$ cat config.mk
export PLATFORM = sky130hd
export DESIGN_NAME = int_seq_flat
export DESIGN_NICKNAME = d
export VERILOG_FILES = /design/src/rtl/int_seq_if.sv /design/src/rtl/int_seq.sv /design/src/flat_wrapper.sv
export SDC_FILE = /design/constraint.sdc
export NUM_CORES = 1
export LEC_CHECK = 0
export ABC_CLOCK_PERIOD_IN_PS = 2200
export CAP_MARGIN = 10
export CORE_ASPECT_RATIO = 1.25
export CORE_MARGIN = 2
export CORE_UTILIZATION = 41
export DETAILED_ROUTE_END_ITERATION = 16
export PLACE_DENSITY = 0.86
export SKIP_CTS_REPAIR_TIMING = 1
export SLEW_MARGIN = 20
export SYNTH_ARGS = -nofsm -noshare
export SYNTH_HDL_FRONTEND = slang
export SYNTH_SLANG_ARGS = --single-unit
$ cat constraint.sdc
create_clock -name i_clk -period 2.2 [get_ports i_clk]
set_input_delay 0.44 -clock i_clk [delete_from_list [all_inputs] [get_ports i_clk]]
set_output_delay 0.44 -clock i_clk [all_outputs]
set_load 0.02 [all_outputs]
$ cat src/rtl/int_seq_if.sv
// Interrupt sequencer bus bundle: control-unit handshake inputs and the
// stack/vector control outputs produced by the sequencer.
interface int_seq_if;
    // Inputs to the sequencer
    logic        NMI;
    logic        IRQ;
    logic        READY;
    logic        SYNC;
    logic        i_iflag;
    logic        i_brk;

    // Outputs from the sequencer
    logic        o_busy;
    logic        o_rw;
    logic [1:0]  o_push;
    logic        o_sdec;
    logic [15:0] o_vec_addr;
    logic [1:0]  o_vec_fetch;
    logic        o_b_flag;
    logic        o_set_i;
    logic        o_done;

    // Sequencer side
    modport master (
        input  NMI,
        input  IRQ,
        input  READY,
        input  SYNC,
        input  i_iflag,
        input  i_brk,
        output o_busy,
        output o_rw,
        output o_push,
        output o_sdec,
        output o_vec_addr,
        output o_vec_fetch,
        output o_b_flag,
        output o_set_i,
        output o_done
    );

    // Control unit / environment side
    modport slave (
        output NMI,
        output IRQ,
        output READY,
        output SYNC,
        output i_iflag,
        output i_brk,
        input  o_busy,
        input  o_rw,
        input  o_push,
        input  o_sdec,
        input  o_vec_addr,
        input  o_vec_fetch,
        input  o_b_flag,
        input  o_set_i,
        input  o_done
    );
endinterface

$ cat src/rtl/int_seq.sv
// Interrupt / reset / BRK entry sequencer. Runs the seven-cycle 6502-style
// entry sequence: dummy read, push PCH, PCL, P, then fetch the vector.
module int_seq #(
    parameter logic [15:0] NMI_VEC = 16'hFFFA,
    parameter logic [15:0] RST_VEC = 16'hFFFC,
    parameter logic [15:0] IRQ_VEC = 16'hFFFE
) (
    input  logic      i_clk,
    input  logic      i_rst_n,
    int_seq_if.master bus
);

    typedef enum logic [2:0] {
        StIdle,
        StS1,
        StS2,
        StS3,
        StS4,
        StS5,
        StS6
    } state_e;

    typedef enum logic [1:0] {
        SrcRst,
        SrcNmi,
        SrcBrk,
        SrcIrq
    } src_e;

    state_e      state_q;
    src_e        src_q;
    logic        rst_pend_q;
    logic        nmi_pend_q;
    logic        nmi_q;
    logic [15:0] vec_q;

    logic        irq_act;
    logic        nmi_edge;
    logic        is_rst;
    logic        waits_ready;
    logic        advance;
    logic        nmi_hit;
    logic [15:0] vec_sel;
    logic        start_req;
    src_e        start_src;

    logic        busy;
    logic        rw;
    logic [1:0]  push;
    logic        sdec;
    logic [15:0] vec_addr;
    logic [1:0]  vec_fetch;
    logic        b_flag;
    logic        set_i;
    logic        done;

    // Request detection, stall rule and vector resolution
    always_comb begin
        irq_act  = ~bus.IRQ & ~bus.i_iflag;
        nmi_edge = nmi_q & ~bus.NMI;
        is_rst   = (src_q == SrcRst);

        // A reset sequence is all reads, so every state waits on READY
        waits_ready = (state_q == StS1) || (state_q == StS5) || (state_q == StS6) || is_rst;
        advance     = (state_q != StIdle) && (bus.READY || !waits_ready);

        // A pending NMI takes over a BRK or IRQ sequence still pushing state
        nmi_hit = (src_q == SrcNmi) ||
                  (nmi_pend_q && ((src_q == SrcBrk) || (src_q == SrcIrq)));
        if (nmi_hit) begin
            vec_sel = NMI_VEC;
        end else if (is_rst) begin
            vec_sel = RST_VEC;
        end else begin
            vec_sel = IRQ_VEC;
        end

        // Entry priority: RST > NMI > BRK > IRQ
        start_req = 1'b1;
        start_src = SrcRst;
        if (rst_pend_q) begin
            start_src = SrcRst;
        end else if (bus.SYNC && nmi_pend_q) begin
            start_src = SrcNmi;
        end else if (bus.i_brk) begin
            start_src = SrcBrk;
        end else if (bus.SYNC && irq_act) begin
            start_src = SrcIrq;
        end else begin
            start_req = 1'b0;
        end
    end

    // Sequencer state, latched source, pending flags and resolved vector
    always_ff @(posedge i_clk) begin
        if (!i_rst_n) begin
            state_q    <= StIdle;
            src_q      <= SrcRst;
            rst_pend_q <= 1'b1;
            nmi_pend_q <= 1'b0;
            nmi_q      <= 1'b1;
            vec_q      <= 16'h0000;
        end else begin
            nmi_q <= bus.NMI;

            // A new edge wins over the clear in the vector-resolve cycle
            if (nmi_edge) begin
                nmi_pend_q <= 1'b1;
            end else if ((state_q == StS4) && advance && nmi_hit) begin
                nmi_pend_q <= 1'b0;
            end

            unique case (state_q)
                StIdle: begin
                    if (start_req) begin
                        state_q <= StS1;
                        src_q   <= start_src;
                    end
                end
                StS1: begin
                    if (advance) begin
                        state_q <= StS2;
                    end
                end
                StS2: begin
                    if (advance) begin
                        state_q <= StS3;
                    end
                end
                StS3: begin
                    if (advance) begin
                        state_q <= StS4;
                    end
                end
                StS4: begin
                    if (advance) begin
                        state_q <= StS5;
                        vec_q   <= vec_sel;
                    end
                end
                StS5: begin
                    if (advance) begin
                        state_q <= StS6;
                    end
                end
                StS6: begin
                    if (advance) begin
                        state_q <= StIdle;
                        if (is_rst) begin
                            rst_pend_q <= 1'b0;
                        end
                    end
                end
                default: begin
                    state_q <= StIdle;
                end
            endcase
        end
    end

    // Output decode from registered state and latched source
    always_comb begin
        busy      = 1'b0;
        rw        = 1'b1;
        push      = 2'd0;
        sdec      = 1'b0;
        vec_addr  = 16'h0000;
        vec_fetch = 2'd0;
        b_flag    = 1'b0;
        set_i     = 1'b0;
        done      = 1'b0;

        unique case (state_q)
            StIdle: begin
                busy = 1'b0;
            end
            StS1: begin
                busy = 1'b1;
            end
            StS2: begin
                busy = 1'b1;
                sdec = 1'b1;
                if (!is_rst) begin
                    rw   = 1'b0;
                    push = 2'd1;
                end
            end
            StS3: begin
                busy = 1'b1;
                sdec = 1'b1;
                if (!is_rst) begin
                    rw   = 1'b0;
                    push = 2'd2;
                end
            end
            StS4: begin
                busy   = 1'b1;
                sdec   = 1'b1;
                b_flag = (src_q == SrcBrk) && !nmi_pend_q;
                if (!is_rst) begin
                    rw   = 1'b0;
                    push = 2'd3;
                end
            end
            StS5: begin
                busy      = 1'b1;
                vec_addr  = vec_q;
                vec_fetch = 2'd1;
            end
            StS6: begin
                busy      = 1'b1;
                vec_addr  = vec_q + 16'd1;
                vec_fetch = 2'd2;
                set_i     = bus.READY;
                done      = bus.READY;
            end
            default: begin
                busy = 1'b0;
            end
        endcase
    end

    assign bus.o_busy      = busy;
    assign bus.o_rw        = rw;
    assign bus.o_push      = push;
    assign bus.o_sdec      = sdec;
    assign bus.o_vec_addr  = vec_addr;
    assign bus.o_vec_fetch = vec_fetch;
    assign bus.o_b_flag    = b_flag;
    assign bus.o_set_i     = set_i;
    assign bus.o_done      = done;

endmodule

$ cat src/flat_wrapper.sv
// flat-port wrapper written by rule: the top's interface ports become plain ports
module int_seq_flat 
#(
    parameter logic [15:0] NMI_VEC = 16'hFFFA,
    parameter logic [15:0] RST_VEC = 16'hFFFC,
    parameter logic [15:0] IRQ_VEC = 16'hFFFE
)
  (i_clk, i_rst_n, bus_NMI, bus_IRQ, bus_READY, bus_SYNC, bus_i_iflag, bus_i_brk, bus_o_busy, bus_o_rw, bus_o_push, bus_o_sdec, bus_o_vec_addr, bus_o_vec_fetch, bus_o_b_flag, bus_o_set_i, bus_o_done);
  int_seq_if bus_i ();
  input  logic i_clk;
  input  logic i_rst_n;
  input wire logic [$bits(bus_i.NMI)-1:0] bus_NMI;
  input wire logic [$bits(bus_i.IRQ)-1:0] bus_IRQ;
  input wire logic [$bits(bus_i.READY)-1:0] bus_READY;
  input wire logic [$bits(bus_i.SYNC)-1:0] bus_SYNC;
  input wire logic [$bits(bus_i.i_iflag)-1:0] bus_i_iflag;
  input wire logic [$bits(bus_i.i_brk)-1:0] bus_i_brk;
  output wire logic [$bits(bus_i.o_busy)-1:0] bus_o_busy;
  output wire logic [$bits(bus_i.o_rw)-1:0] bus_o_rw;
  output wire logic [$bits(bus_i.o_push)-1:0] bus_o_push;
  output wire logic [$bits(bus_i.o_sdec)-1:0] bus_o_sdec;
  output wire logic [$bits(bus_i.o_vec_addr)-1:0] bus_o_vec_addr;
  output wire logic [$bits(bus_i.o_vec_fetch)-1:0] bus_o_vec_fetch;
  output wire logic [$bits(bus_i.o_b_flag)-1:0] bus_o_b_flag;
  output wire logic [$bits(bus_i.o_set_i)-1:0] bus_o_set_i;
  output wire logic [$bits(bus_i.o_done)-1:0] bus_o_done;
  assign bus_i.NMI = bus_NMI;
  assign bus_i.IRQ = bus_IRQ;
  assign bus_i.READY = bus_READY;
  assign bus_i.SYNC = bus_SYNC;
  assign bus_i.i_iflag = bus_i_iflag;
  assign bus_i.i_brk = bus_i_brk;
  assign bus_o_busy = bus_i.o_busy;
  assign bus_o_rw = bus_i.o_rw;
  assign bus_o_push = bus_i.o_push;
  assign bus_o_sdec = bus_i.o_sdec;
  assign bus_o_vec_addr = bus_i.o_vec_addr;
  assign bus_o_vec_fetch = bus_i.o_vec_fetch;
  assign bus_o_b_flag = bus_i.o_b_flag;
  assign bus_o_set_i = bus_i.o_set_i;
  assign bus_o_done = bus_i.o_done;
  int_seq #(.NMI_VEC(NMI_VEC), .RST_VEC(RST_VEC), .IRQ_VEC(IRQ_VEC)) u_core (.i_clk(i_clk), .i_rst_n(i_rst_n), .bus(bus_i));
endmodule
## Word-level counts from Yosys, hierarchy flattened

Index checks and enable logic that the tools add are counted.

| storage, ports and cells | value |
|---|---|
| register bits | 24 |
| output and inout port bits | 26 |
| word-level logic and storage cells | 85 |

| operators by class | value |
|---|---|
| add/subtract/negate cells | 1 |
| equality and inequality tests | 16 |
| multiplexer cells | 32 |
| bitwise operators | 5 |
| reductions and logical operators | 25 |

Operators by type and width:

| operator | number |
|---|---|
| $pmux 16 s2 | 1 |
| $mux 3 | 7 |
| $pmux 3 s7 | 1 |
| $add 16x1->16 const B | 1 |
| $mux 16 | 1 |
| $mux 2 | 7 |
| $ne 2x1->1 const B | 7 |
| $mux 1 | 13 |
| $eq 3x3->1 const B | 3 |
| $logic_and 1x1->1 | 7 |
| $reduce_and 7->1 | 1 |
| $eq 3x2->1 const B | 2 |
| $logic_or 1x1->1 | 6 |
| $pmux 2 s3 | 1 |
| $reduce_or 6->1 | 1 |
| $eq 2x2->1 const B | 2 |
| $pmux 2 s2 | 1 |
| $reduce_and 2->1 | 2 |
| $eq 3x1->1 const B | 1 |
| $logic_not 3->1 | 1 |
| $not 1->1 | 3 |
| $reduce_and 3->1 | 1 |
| $reduce_bool 3->1 | 1 |
| $reduce_or 3->1 | 1 |
| 5 further kinds | 7 |

## Longest topological paths before layout

| logic depth | value |
|---|---|
| word-level depth | 11 |
| mapped depth | 4 |

## Worst setup path after synthesis

No wires, ideal clock.

| timing path | value |
|---|---|
| kind | register to output |
| start point | register u_core.state_q[2] |
| end point | output port bus_o_b_flag |
| data arrival time | 1.622 ns |
| data required time | 1.760 ns |
| setup slack | 0.138 ns |
| stages on the path, launching flop included | 4 |
| path buffers | 1 |
| cells stage by stage | dfxtp_1 -> or3b_1 -> clkbuf_2 -> nor4b_1 |

| between the ends | value |
|---|---|
| word-level cells in the longest chain between the ends | 2 |

RTL lines:

| item | line | source |
|---|---|---|
| start: declaration | int_seq.sv:30 | `state_e state_q;` |
| start signal: assignment | int_seq.sv:97 | `state_q <= StIdle;` |
| start signal: assignment | int_seq.sv:116 | `state_q <= StS1;` |
| start signal: assignment | int_seq.sv:122 | `state_q <= StS2;` |
| $eq 3x3->1 | int_seq.sv:173 | `unique case (state_q)` |
| $mux 1 | int_seq.sv:173 |  |
| end: declaration | flat_wrapper.sv:24 | `output wire logic [$bits(bus_i.o_b_flag)-1:0] bus_o_b_flag;` |

No other way between the ends.

## Worst setup path in the final report

| timing path | value |
|---|---|
| start point | register u_core.state_q[0] |
| end point | output port bus_o_busy |

| between the ends | value |
|---|---|
| word-level cells in the longest chain between the ends | 3 |

RTL lines:

| item | line | source |
|---|---|---|
| $eq 3x2->1, or another cell as far along | int_seq.sv:173 |  |
| $reduce_or 6->1 (no line) * | -- |  |
| $mux 1 * | int_seq.sv:173 |  |
| end: declaration | flat_wrapper.sv:18 | `output wire logic [$bits(bus_i.o_busy)-1:0] bus_o_busy;` |

Mark *: on every way between the ends. The rest lies on a longest branch, timed or not.

==> out/results.ini <==
[job]
max_cap_viol_count = 0

[grt]
grt_pass1_wl_mm = 2.780
top_usage_layer = met2
grt-ovfl-total = 0
grt_pass1_vias = 677
grt_max_degree = 16
antenna_found_initial = 0
grtUsageMet1_pct = 18.03
met3_usage_pct = 3.103
met2_usage_pct = 29.80
grt_use_total_pct = 16.91

[sta]
fin_crit_ps = 2096
setup_ws_ps = 103.7
fin_worst_skew_ps = 4.817
grt_setup_unrepaired = no
slew_viol_final = 0
finalHoldViolCount = 0
worstMarginPinSlew_ps = 394.5
slew_headroom_pct = 73.62
fin_crit_sh_pct = 95.28
setup_viol = 0
fmax_ghz = 0.4770

[logic_synthesis]
syn-cell-area_um2 = 773.2
synth_top_area_share_pct = 28.48
synth_top_cell_by_area = dfxtp_1
synth.distinct_cells = 37
synth_edf_count = 0
synth-async-reset-ratio_pct = 0
synthTopCellsByCount = 14 x buf_4, 11 x dfxtp_1, 8 x o21ai_0
ys_top_cells_by_area = dfxtp_1 28%, buf_4 14%, o21ai_0 5.2%
yosys_warnings = 0
syn_inst = 98
synth-seq-cells = 11
ys.flop_type = dfxtp_1
synth_most_common_cell = buf_4
synth_nets = 106
syn_area_per_cell_um2 = 7.890
synth_seq_area_share_pct = 28.48

[clocking]
path_clk_slew_ps = 70
cts_buffer_depth = 2
numCtsBuffers = 3
cts_max_level = 1
cts.sinks = 11
clk_latency_ps = 270
cts_tree = done
cts_root_buffer = clkbuf_4

[routing]
vias_per_cell = 5.391
vias = 744
routed_wl_mm = 1.776
drt-pass1-iter-count = 4
avgRoutedWirePerCell_um = 12.87
drcViolationCount = 0
drtAntennaViolNets = 0
drt_iter0_markers = 18

[placement]
dp_worst_setup_slack_ps = -68.65
io_buffers = 33
gp_congestion = 0.8019
dp_hpwl_mm = 1.361

[die]
fp.dieArea_mm2 = 0.002251
die_y_um = 52.56
row_count = 17
die_width_um = 42.84
coreArea_mm2 = 0.001765
initial_core_util_pct = 43.80
io-pin-count = 34

[layout]
diodes = 0
fin_util_pct = 63.93
num-nets-final = 128
fill_cells = 153
drive_gt1_share_pct = 11.76
area_growth_pct = 45.95

[critical_path]
critical_path_class = reg2out
cp.required_ps = 1760
end_kind = primary output
path_max_fanout = 13
cp_data_arrival_time_ps = 1660
startpoint_type = flip-flop

[status]
run_status = completed

[power]
leakagePower_uw = 0.0008509
p_total_uw = 467.4
p_per_area_mw_per_mm2 = 414.2
vdd_ir_drop_max_v = 0.0002292

[hold_path]
hold_class = reg2reg

[area by class of cell]
class	count	area, µm²	area share [%]
sequential	11	221.5	19.62
multi-input combinational	61	404.1	35.81
inverter	4	15.01	1.330
tap	19	23.77	2.106
clock buffer	4	26.28	2.328
timing repair buffer	39	437.9	38.80
[where the power goes]
part           switching [µW]  internal (µW)  total (µW)  leakage (µW)
Clock                    65.2           70.2         135     0.0000150
Sequential               10.5            208         219     0.0000904
Combinational            56.6           56.7         113      0.000746
[flip-flops by register name, summed over array words and instances, names as in the netlist]
signal	cells
u_core.state_q	3
u_core.vec_q	3
u_core.src_q	2
u_core.nmi_pend_q	1
u_core.nmi_q	1
u_core.rst_pend_q	1
[per-layer routing]
layer	wire (µm)	up-vias
li1	-	374
met1	723	333
met2	865	33
met3	154	4
met4	33	0
met5	0	-
[cells by family after synthesis]
kind of cell              share of synthesized area [%]
and+or+nand+nor                                   26.22
buffers and inverters                             19.90
AOI/OAI and AO/OA                                 20.55
DFF                                               28.48
xor gates and xnor gates                          2.266
muxes                                             2.589
[critical path, cell delays in order (launching register included)]
cell and delay, ps:
dfxtp_1 330, buf_4 170, nor3_1 250, nor2_1 80
clkdlybuf4s50_1 550
[path summary, 6_finish.rpt]
check / from / to / slack, ps / cells after the start
worst max-delay path: u_core.state_q[0] / bus_o_busy / 100 / 4
worst min-delay path: u_core.nmi_q / u_core.nmi_pend_q / 470 / 2
worst max register to register: u_core.state_q[0] / u_core.src_q[0] / 830 / 4
worst min register to register: u_core.nmi_q / u_core.nmi_pend_q / 470 / 2
[cells in the final DEF, fill, tap and decap left out, types with 2 or more instances in the layout]
| cell type | Yosys | layout |
|---|---|---|
| nand2b_1 | 3 | 3 |
| buf_4 | 14 | 6 |
| nor2_1 | 4 | 4 |
| and3_1 | 4 | 3 |
| dlymetal6s2s_1 | 0 | 25 |
| or3_1 | 2 | 2 |
| clkdlybuf4s50_1 | 0 | 8 |
| o21ai_0 | 8 | 8 |
| nor3_1 | 4 | 4 |
| nand2_1 | 2 | 2 |
| inv_1 | 4 | 4 |
| nor2b_1 | 3 | 3 |
| o21a_1 | 2 | 2 |
| mux2i_1 | 2 | 2 |
| clkbuf_4 | 0 | 3 |
| a21oi_1 | 5 | 5 |
| dfxtp_1 | 11 | 10 |
| and4b_1 | 2 | 2 |
| o221a_2 | 2 | 2 |
[per-stage QoR]
stage                     hold slack (ps)  cells  TNS, ps  area [µm²]
after floorplan                     432.3     98        0       773.2
after global placement              440.3    134   -115.6        1033
final                               474.6    138        0        1129
after global routing                510.2    138        0        1129
after CTS                           476.7    138    -3917        1060
after detailed placement            461.9    134   -131.9        1033
Power figures use the tool's default switching activity.
